`src/rtl/adder_arb_pkg.sv`:
```
// Shared types and the round-robin grant rule for the time-shared adder arbiter.
// Used by adder_arbiter, whose ADDER_ARB_STATS_EN build option adds grant counters.
package adder_arb_pkg;

    localparam int WIDTH_DEF = 4;

    typedef enum logic [1:0] {
        IDLE = 2'd0,
        EXEC = 2'd1,
        RESP = 2'd2
    } state_t;

    typedef logic req_id_t;

    typedef logic [WIDTH_DEF:0] sum_t;

    // On a tie the requester that did not win last time is served.
    function automatic req_id_t pick_grant(input logic v0, input logic v1, input req_id_t last);
        if (v0 && v1) begin
            return ~last;
        end else if (v1) begin
            return 1'b1;
        end else begin
            return 1'b0;
        end
    endfunction

endpackage

```
`src/rtl/adder_arbiter_ripple_adder.sv`:
```
// Parameterised ripple-carry adder built from a chain of full adders.
module ripple_adder #(
    parameter int WIDTH = 4
) (
    input  logic [WIDTH-1:0] a,
    input  logic [WIDTH-1:0] b,
    input  logic             cin,
    output logic [WIDTH-1:0] sum,
    output logic             cout
);

    logic [WIDTH:0] carry;

    assign carry[0] = cin;

    genvar i;
    generate
        for (i = 0; i < WIDTH; i++) begin : g_fa
            assign sum[i]       = a[i] ^ b[i] ^ carry[i];
            assign carry[i + 1] = (a[i] & b[i]) | (carry[i] & (a[i] ^ b[i]));
        end
    endgenerate

    assign cout = carry[WIDTH];

endmodule

```
`src/rtl/adder_arbiter.sv`:
```
// Round-robin arbiter time-sharing one ripple adder between two requesters.
// Define ADDER_ARB_STATS_EN to add saturating per-requester grant counters.
module adder_arbiter
    import adder_arb_pkg::*;
#(
    parameter int WIDTH = WIDTH_DEF
) (
    input  logic             clk,
    input  logic             rst,
    input  logic             req0_valid,
    input  logic [WIDTH-1:0] req0_a,
    input  logic [WIDTH-1:0] req0_b,
    input  logic             req0_cin,
    output logic             req0_ready,
    input  logic             req1_valid,
    input  logic [WIDTH-1:0] req1_a,
    input  logic [WIDTH-1:0] req1_b,
    input  logic             req1_cin,
    output logic             req1_ready,
    output logic             rsp_valid,
    input  logic             rsp_ready,
    output logic [WIDTH:0]   rsp_sum,
    output logic             rsp_id,
    output logic             busy
`ifdef ADDER_ARB_STATS_EN
    ,
    output logic [7:0]       grant_cnt0,
    output logic [7:0]       grant_cnt1
`endif
);

    state_t           state;
    req_id_t          last_grant;
    req_id_t          grant;
    req_id_t          id_q;
    logic             accept;
    logic [WIDTH-1:0] a_q;
    logic [WIDTH-1:0] b_q;
    logic             cin_q;
    logic [WIDTH-1:0] add_sum;
    logic             add_cout;
    logic [WIDTH:0]   sum_q;
    logic             valid_q;
    logic             busy_q;

    // Readies are the only combinational outputs; a request is taken only in IDLE.
    always_comb begin
        grant      = pick_grant(req0_valid, req1_valid, last_grant);
        accept     = (state == IDLE) && (req0_valid || req1_valid);
        req0_ready = accept && (grant == 1'b0);
        req1_ready = accept && (grant == 1'b1);
    end

    ripple_adder #(
        .WIDTH(WIDTH)
    ) u_adder (
        .a   (a_q),
        .b   (b_q),
        .cin (cin_q),
        .sum (add_sum),
        .cout(add_cout)
    );

    always_ff @(posedge clk or posedge rst) begin
        if (rst) begin
            state      <= IDLE;
            last_grant <= 1'b1;
            id_q       <= 1'b0;
            a_q        <= '0;
            b_q        <= '0;
            cin_q      <= 1'b0;
            sum_q      <= '0;
            valid_q    <= 1'b0;
            busy_q     <= 1'b0;
        end else begin
            case (state)
                IDLE: begin
                    if (accept) begin
                        a_q        <= grant ? req1_a : req0_a;
                        b_q        <= grant ? req1_b : req0_b;
                        cin_q      <= grant ? req1_cin : req0_cin;
                        id_q       <= grant;
                        last_grant <= grant;
                        busy_q     <= 1'b1;
                        state      <= EXEC;
                    end
                end
                EXEC: begin
                    sum_q   <= {add_cout, add_sum};
                    valid_q <= 1'b1;
                    state   <= RESP;
                end
                RESP: begin
                    if (rsp_ready) begin
                        valid_q <= 1'b0;
                        busy_q  <= 1'b0;
                        state   <= IDLE;
                    end
                end
                default: begin
                    valid_q <= 1'b0;
                    busy_q  <= 1'b0;
                    state   <= IDLE;
                end
            endcase
        end
    end

    // id_q is only rewritten on acceptance, so it stays stable through RESP.
    assign rsp_valid = valid_q;
    assign rsp_sum   = sum_q;
    assign rsp_id    = id_q;
    assign busy      = busy_q;

`ifdef ADDER_ARB_STATS_EN
    always_ff @(posedge clk or posedge rst) begin
        if (rst) begin
            grant_cnt0 <= '0;
            grant_cnt1 <= '0;
        end else begin
            if (req0_ready && (grant_cnt0 != 8'hFF)) begin
                grant_cnt0 <= grant_cnt0 + 8'd1;
            end
            if (req1_ready && (grant_cnt1 != 8'hFF)) begin
                grant_cnt1 <= grant_cnt1 + 8'd1;
            end
        end
    end
`endif

endmodule

```
`config.mk`:
```
export PLATFORM = sky130hd
export DESIGN_NAME = adder_arbiter
export DESIGN_NICKNAME = d
export VERILOG_FILES = /design/src/rtl/adder_arb_pkg.sv /design/src/rtl/adder_arbiter_ripple_adder.sv /design/src/rtl/adder_arbiter.sv
export SDC_FILE = /design/constraint.sdc
export NUM_CORES = 1
export LEC_CHECK = 0
export CAP_MARGIN = 20
export CELL_PAD_IN_SITES_DETAIL_PLACEMENT = 1
export CELL_PAD_IN_SITES_GLOBAL_PLACEMENT = 1
export CORE_MARGIN = 2
export CORE_UTILIZATION = 38
export DETAILED_ROUTE_END_ITERATION = 8
export PLACE_DENSITY = 0.93
export SLEW_MARGIN = 20
export SYNTH_ARGS = -nofsm -noshare
export SYNTH_HDL_FRONTEND = slang
export SYNTH_HIERARCHICAL = 1
export SYNTH_SLANG_ARGS = --single-unit
```
`constraint.sdc`:
```
create_clock -name clk -period 5.4 [get_ports clk]
set_input_delay 1.35 -clock clk [delete_from_list [all_inputs] [get_ports clk]]
set_output_delay 1.35 -clock clk [all_outputs]
set_load 0.05 [all_outputs]
```
# Yosys cells after proc, flatten, opt, wreduce, memory -nomap -nowiden
# Cells that the tools add are included.
[totals]
regBits = 20
latch_bits = 0
mem_bits_rw = 0
rom_bits = 0
input_bits = 23
out_inout_bits = 10
elab_cells = 59
memories = 0
[classes]
addsub = 0
mul = 0
n_div = 0
order_cmp = 0
n_eq_ne = 4
shift = 0
mux = 12
bitwise_logic = 24
reduce_logical = 10
[ops]
columns = ["cell", "n"]
rows = [
  ["$and A1 B1 Y1", 8],
  ["$mux W4", 2],
  ["$xor A1 B1 Y1", 8],
  ["$pmux W1 S3", 2],
  ["$pmux W2 S3", 1],
  ["$reduce_and A2 Y1", 3],
  ["$mux W1", 5],
  ["$logic_and A1 B1 Y1", 4],
  ["$mux W2", 2],
  ["$ne A2 B2 Y1 const B", 2],
  ["$not A1 Y1", 4],
  ["$or A1 B1 Y1", 4],
  ["$reduce_and A3 Y1", 1],
  ["$eq A2 B1 Y1 const B", 1],
  ["$eq A2 B2 Y1 const B", 1],
  ["$logic_not A2 Y1", 1],
  ["$logic_or A1 B1 Y1", 1],
]

# Depth between registers and ports, before layout
# Gate-level depths: netlist of run 1.
[depth]
word_depth = 9
depth_mapped = 9
ltp_nobuf = 9

# By module
# Netlist of run 1, hierarchy kept.
[by_module_without_submodules]
columns = ["mod", "instances", "cells_each", "area_each_um2"]
rows = [
  ["adder_arbiter", 1, 63, 907.1],
  ["ripple_adder", 1, 14, 117.6],
]

# Worst setup path before layout of run 1
# No wires, ideal clock.
[synth_path]
path_type = "in2out"
start = "in req1_valid"
end = "out req0_ready"
arrival_time_ns = 2.251
required_ns = 4.050
setup_slack_ns = 1.799
stages = 2
n_path_buf = 0
path_cell_list = "a21boi_2 nor4_4"
[synth_via]
elab_chain_cells = 4
elab_cells_between_ends = 7
classes_between = "mux (2); bitwise (1); reduce/logical (4)"
[synth_rtl]
columns = ["element", "line", "rtl"]
rows = [
  ["start, declared", "adder_arbiter.sv:15", "input logic req1_valid,"],
  ["$mux W1 or $logic_and A1 B1 Y1 (tied branches)", "adder_arb_pkg.sv:21, adder_arb_pkg.sv:19", ""],
  ["$mux W1", "adder_arb_pkg.sv:19", "if (v0 && v1) begin"],
  ["$not A1 Y1", "adder_arbiter.sv:50", "req0_ready = accept && (grant == 1'b0);"],
  ["$logic_and A1 B1 Y1 *", "adder_arbiter.sv:50", ""],
  ["end, declared", "adder_arbiter.sv:14", "output logic req0_ready,"],
]
# Every way passes the cells marked *; elsewhere a longest branch is shown, timed or not.

# Worst setup path in the final report of run 1
[layout_path]
start = "in req1_valid"
end = "out req1_ready"
[layout_via]
elab_chain_cells = 3
elab_cells_between_ends = 6
classes_between = "mux (2); reduce/logical (4)"
[layout_rtl]
columns = ["element", "line", "rtl"]
rows = [
  ["$mux W1, or another cell as far along", "adder_arb_pkg.sv:21", "end else if (v1) begin"],
  ["$mux W1 or $logic_and A1 B1 Y1 (tied branches)", "adder_arb_pkg.sv:19, adder_arbiter.sv:49", ""],
  ["$logic_and A1 B1 Y1 *", "adder_arbiter.sv:51", "req1_ready = accept && (grant == 1'b1);"],
  ["end, declared", "adder_arbiter.sv:19", "output logic req1_ready,"],
]
# Marked as above.

==> results by group, run 1 <==
Status
  • Outcome: finished clean

Detailed routing
  • Total number of vias: about 700
  • 1st-pass router iterations: 2
  • Routed Antenna Nets: 0
  • Met2 wire len: around 1000 microns
  • Initial DRC Count: 5
  • Final WL: between 2000 and 2500 microns
  • DRC viols: 0
  • WL/cell: 14.5 microns
  • Max Used Layer: met4
  • Via density: between 4 and 5
  • Met3 Wirelength: ~110 microns
  • WL met1: ~900 microns

Floorplan
  • Core area: roughly 2500 sq um
  • IO Pins: 33
  • Initial Util: 0.406
  • Die H: ~56 microns
  • Die width: 55.9 microns
  • Die ar.: roughly 3100 sq um
  • FP Rows: 18

Yosys
  • Cell variety after synth: 23
  • Syn Nets: roughly 100
  • Synth Area in Simple Gates: 0.0965
  • Syn Inst Count: a little under 80
  • Top cells by area, synth: dfrtp_1, mux2_4, fa_1
  • Synth Area in XOR/XNOR: 0
  • Syn avg cell area: ~13 sq um
  • Synthesized area: ~1000 sq um
  • Register area share after synthesis: 0.490
  • Complex-gate fraction of the synthesized area: 0.127
  • Synth area leader: dfrtp_1
  • Synth Warn #: 6
  • Flops & latches, synth: 20
  • Main combinational cell family by area after synthesis: multiplexers
  • Adder-Cell Fraction of Synth Area: 0.0781
  • Post-synth top area share: 0.464
  • Mux contribution to synthesized area: 0.143

Global routing
  • Tot GR Track Use: 0.143
  • GR Overflow Total: 0
  • Vias in the first global route: ~770
  • Initial antenna violation count: 0
  • Pin count of the biggest net entering global routing: 21
  • First-pass GRT wire length: between 3000 and 4000 microns

Power and ir drop
  • Clock share of power: 0.086
  • Switching fraction of total power: 0.441
  • Leak pwr: roughly 0.65 nW
  • Power per standard cell area: 620 nW/um^2
  • Tot Pwr: about 0.86 mW
  • Flop pwr share: 0.343
  • Logic pwr share: 0.571
  • VDD IR max: around 380 uV
  • Power Internal: roughly 0.48 mW
  • Switching power total: about 0.38 mW

Placement
  • DP Wirelength: between 1500 and 2000 microns
  • Port bufs: 32
  • Routability congestion estimate: between 0.7 and 0.8
  • Placed Cells: 137

Min path
  • Beginning of the worst hold path: rsp_id
  • Worst hold path class: register to register
  • Worst Hold Endpoint: rsp_id
  • Hold-critical path depth: 1

Clocking
  • Root buffer cell: clkbuf_4
  • Clock slew at reported path FFs: roughly 0.10 ns
  • Cts repair resizes: 0
  • Hold_buf cts: 0
  • H-tree depth: 1
  • Setup bufs post-CTS: 0
  • Clock Tree Buf Depth: 2
  • Cts bufs inserted: 3
  • Skew-Pair Late Insertion Delay: 0.30 ns
  • Sink Count: 20
  • CTS tree: built

Setup path
  • CP Launch Type: primary input
  • Reg-to-Reg Start: a_q[0]
  • Worst Path Max Fanout: 11
  • Slowest cell on crit path: clkdlybuf4s50_1
  • Crit Path Category: primary input to output pin
  • Slowest cell delay on critical path: about 0.80 ns
  • R2R Setup Slk: between 3 and 4 ns
  • Worst EP arrival: 3.43 ns
  • Worst path cell trace: clkdlybuf4s50_1, a21boi_2, and2_2, clkdlybuf4s50_1
  • Required @ worst endpoint: just over 4 ns
  • Worst R2R End: rsp_sum[3]
  • Crit-path most repeated cell: clkdlybuf4s50_1
  • Worst Setup End Kind: output pin
  • Reg2Reg Depth: 9

STA
  • Min Tclk post-route: roughly 4.8 ns
  • Final Hold Viols: 0
  • Period utilization: 0.886
  • RSZ-0062 raised after global routing: false
  • Max Freq: 0.209 GHz
  • # setup viols final: 0
  • Total negative slack: 0 ns
  • Measured slew at the worst slew-check pin: 0.735 ns
  • Setup Skew: 0.00665 ns
  • Max Transition Viols Final: 0
  • Relative slew slack: 0.509

Flow run
  • Max-Cap Viols: 0

Finish
  • Fin cells: 141
  • Syn-to-layout area delta: 35.9%
  • Proportion of layout cells with a drive suffix above 1: 0.243
  • # fillers: about 270
  • N_diodes: 0
  • Nets: 139
-- cells by family (layout without fill, tap and decap cells) --
kind of cell,Yosys count,count (layout)
AO/OA/AOI/OAI,15,15
AND/OR/NAND/NOR,12,12
flip-flops,20,20
adder cells (fa/ha/maj),4,4
buffers and inverters,15,49
multiplexers,11,11
-- state kept, by name, summed over array words and instances, names as in the netlist, 2 cells and up --
register	flops
rsp_sum	5
b_q	4
a_q	4
state	2
-- metrics by stage --
stage	worst slack [ns]	hold slack, ns	utilization	instance area [sq um]
5_1_grt	0.546	0.527	0.552	1390
3_5_place_dp	0.608	0.472	0.542	1370
3_3_place_gp	0.633	0.462	0.542	1370
2_1_floorplan	1.80	0.480	-	1020
6_report	0.616	0.495	0.552	1390
4_1_cts	0.599	0.500	0.552	1390
-- layer usage --
layer,global-route usage,vias to the layer above
met4,0.0510,0
met5,0,-
li1,-,333
met3,0.0349,3
met1,0.175,340
met2,0.247,26
-- worst max path at each step --
stage	start	endpoint	depth (start not counted)	slack, ns
floorplan	req1_valid	req0_ready	2	1.80
global placement	req1_valid	req1_ready	4	0.63
detailed placement	req1_valid	req1_ready	4	0.61
CTS	req1_valid	req1_ready	4	0.60
global route	req1_valid	req1_ready	4	0.55
finish	req1_valid	req1_ready	4	0.62
-- synthesized netlist by cell type --
cell and instances:
dfrtp_1 19, nor2_4 1, inv_1 12, o21a_1 1, fa_1 4, and2_2 1
inv_4 1, o21ai_2 1, o22ai_1 1, mux2_4 6, nor2_1 2, nor2b_1 1
nor4_4 1, o22a_1 1, and3_2 6, mux2_2 5, buf_6 1, a21o_1 3
a221o_1 6, dfstp_2 1, buf_2 1, a21boi_2 1, o21ai_0 1
-- cell type report --
class                           instances  area (sq um)  area share
Sequential cell                        20           502       0.360
Multi-Input combinational cell         42           455       0.327
Timing Repair Buffer                   32           320       0.230
Inverter                               13          51.3      0.0368
Tap cell                               30          37.5      0.0270
Clock buffer                            4          26.3      0.0189
-- worst max-delay path, delay by kind of cell --
family / cells / cell delay (ns)
AOI/OAI and AO/OA: 1 / 0.47
buffers and inverters: 2 / 1.33
and+or+nand+nor: 1 / 0.28
-- placed cells by master, fill, tap and decap left out --
cell | synthesis | routed
clkdlybuf4s50_1 | 0 | 32
dfrtp_1 | 19 | 19
inv_1 | 12 | 12
and3_2 | 6 | 6
a221o_1 | 6 | 6
mux2_4 | 6 | 6
mux2_2 | 5 | 5
fa_1 | 4 | 4
a21o_1 | 3 | 3
clkbuf_4 | 0 | 3
nor2_1 | 2 | 2
nor2_4 | 1 | 1
o21ai_2 | 1 | 1
a21boi_2 | 1 | 1
nor4_4 | 1 | 1
inv_4 | 1 | 1
nor2b_1 | 1 | 1
and2_2 | 1 | 1
o22a_1 | 1 | 1
o22ai_1 | 1 | 1
o21ai_0 | 1 | 1
o21a_1 | 1 | 1
clkbuf_1 | 0 | 1
dfstp_2 | 1 | 1
-- power groups by stage --
stage	logic (mW)	clock network [mW]	registers, mW
2_1_floorplan	0.262	0	0.388
3_3_place_gp	0.475	0	0.294
3_5_place_dp	0.501	0	0.301
4_1_cts	0.503	0.0771	0.298
5_1_grt	0.533	0.0804	0.308
6_report	0.493	0.0741	0.297
Power figures use the tool's default switching activity.
==> run 2, diff against run 1 <==
--- a/config.mk
+++ b/config.mk
@@ -9,9 +9,9 @@
 export CELL_PAD_IN_SITES_DETAIL_PLACEMENT = 1
 export CELL_PAD_IN_SITES_GLOBAL_PLACEMENT = 1
 export CORE_MARGIN = 2
-export CORE_UTILIZATION = 38
+export CORE_UTILIZATION = 35
 export DETAILED_ROUTE_END_ITERATION = 8
-export PLACE_DENSITY = 0.93
+export PLACE_DENSITY = 0.87
 export SLEW_MARGIN = 20
 export SYNTH_ARGS = -nofsm -noshare
 export SYNTH_HDL_FRONTEND = slang
==> constraint.sdc (replaced) <==
create_clock -name clk -period 5.35 [get_ports clk]
set_input_delay 1.3375 -clock clk [delete_from_list [all_inputs] [get_ports clk]]
set_output_delay 1.3375 -clock clk [all_outputs]
set_load 0.05 [all_outputs]
==> run 2 against run 1 <==
Compared with the run above:
- clock skew grew 0.0054 ns
- highest routed layer unchanged
- largest cell class unchanged
- utilization shrank 4.7 points
- non-clock buffer count is the same
- sequential power is essentially flat
- sequential cell count is the same
- power grew 2.8%
- final cell count grew 0.71%
- largest power group unchanged
- clock-buffer cell count is the same
- hold slack lost 0.0072 ns
==> results by group, run 2 (synthesis gave the netlist of run 1 again) <==
Clocking
  • Root buffer cell: clkbuf_4
  • H-tree depth: 1
  • Sink Count: 20
  • Clock slew at reported path FFs: around 0.10 ns
  • Setup bufs post-CTS: 0
  • CTS tree: built
  • Clock Tree Buf Depth: 2
  • Skew-Pair Late Insertion Delay: around 0.3 ns
  • Hold_buf cts: 0
  • Cts repair resizes: 0
  • Cts bufs inserted: 3

Power and ir drop
  • VDD IR max: ~330 uV
  • Leak pwr: between 0.6 and 0.7 nW
  • Power per standard cell area: ~640 nW/um^2

Global routing
  • Tot GR Track Use: 0.149
  • Vias in the first global route: about 800
  • Initial antenna violation count: 0
  • Pin count of the biggest net entering global routing: 21
  • First-pass GRT wire length: roughly 3700 microns
  • GR Overflow Total: 0

Min path
  • Worst hold path class: register to register

Finish
  • Final core utilization: 0.505
  • N_diodes: 0
  • Nets: between 100 and 150
  • Largest register FFs: 5
  • Register area: 502 sq um
  • Cell area after layout: between 1000 and 1500 sq um
  • Syn-to-layout area delta: 36.0%
  • # fillers: 300
  • Most frequent cells in the layout: clkdlybuf4s50_1, dfrtp_1, inv_1
  • Multi-input logic area: ~460 sq um
  • Commonest non-fill, non-tap cell in the layout: clkdlybuf4s50_1
  • Proportion of layout cells with a drive suffix above 1: 0.243

Placement
  • DP Wirelength: approximately 1700 microns
  • Placed cell area: between 1000 and 1500 sq um
  • Routability congestion estimate: 0.753
  • Port bufs: 32

Status
  • Outcome: finished clean

Detailed routing
  • Met2 wire len: between 1000 and 1500 microns
  • Total number of vias: about 730
  • Met3 Wirelength: about 90 microns
  • Final WL: between 2000 and 2500 microns
  • WL/cell: around 15 microns
  • 1st-pass router iterations: 3
  • DRC viols: 0
  • Via density: just over 5
  • Routed Antenna Nets: 0
  • Max Used Layer: met4
  • WL met1: ~940 microns
  • Initial DRC Count: 9

STA
  • Setup Skew: 0.0120 ns
  • RSZ-0062 raised after global routing: false
  • Total negative slack: 0 ns
  • Relative slew slack: 0.510
  • Period utilization: 0.898
  • Max Transition Viols Final: 0
  • Max Freq: 0.208 GHz
  • Min Tclk post-route: between 4 and 5 ns
  • Final Hold Viols: 0
  • # setup viols final: 0
  • Measured slew at the worst slew-check pin: 0.735 ns

Setup path
  • Worst Path Max Fanout: 11
  • Crit Path Category: primary input to output pin
  • CP Launch Type: primary input
  • Required @ worst endpoint: between 4 and 5 ns
  • Worst EP arrival: approximately 3.5 ns
  • Worst Setup End Kind: output pin

Flow run
  • Max-Cap Viols: 0

Floorplan
  • IO Pins: 33
  • Core area: 2760 sq um
  • Die ar.: between 3000 and 4000 sq um
  • Die width: roughly 58 microns
  • Initial Util: 0.372
  • FP Rows: 19
  • Die H: 58.1 microns
## run 2: final timing paths
check | from | end | slack [ns] | cells past startpoint
worst max register to register | a_q[0] | rsp_sum[3] | 3.01 | 9
worst max-delay path | req1_valid | req1_ready | 0.55 | 4
max in group asynchronous | rst | rsp_id | 3.43 | 2
min in group asynchronous | rst | rsp_sum[4] | 1.45 | 2
worst min-delay path | rsp_valid | rsp_valid | 0.49 | 1
worst min register to register | rsp_valid | rsp_valid | 0.49 | 1
## run 2: final cells by class
class | instances | area share
inverters | 13 | 0.0368
well taps | 31 | 0.0278
clock buffers | 4 | 0.0189
multi-input cells | 42 | 0.327
repair buffers | 32 | 0.230
flip-flops and latches | 20 | 0.360
## run 2: stage by stage
| stage | hold slack (ns) | setup slack [ns] | total power, mW | std cells |
|---|---|---|---|---|
| 5_1_grt | 0.540 | 0.417 | 0.951 | 142 |
| 4_1_cts | 0.499 | 0.526 | 0.899 | 142 |
| 3_3_place_gp | 0.465 | 0.589 | 0.783 | 138 |
| 3_5_place_dp | 0.477 | 0.550 | 0.819 | 138 |
| 6_report | 0.488 | 0.548 | 0.888 | 142 |
| 2_1_floorplan | 0.480 | 1.77 | 0.656 | 77 |
## run 2: power by group
part           switching [mW]  internal, mW  leakage (nW)  total (mW)
sequential             0.0675         0.232         0.237       0.299
clock                  0.0446        0.0290        0.0150      0.0736
combinational           0.284         0.231         0.395       0.515
## run 2: critical path, stage by stage
cell	delay [ns]
clkdlybuf4s50_1	0.52
a21boi_2	0.51
and2_2	0.28
clkdlybuf4s50_1	0.81
## run 2: routing by layer
metal	vias up	global-route usage
met2	24	0.252
met4	0	0.0797
li1	337	-
met5	-	0
met1	364	0.183
met3	4	0.0246
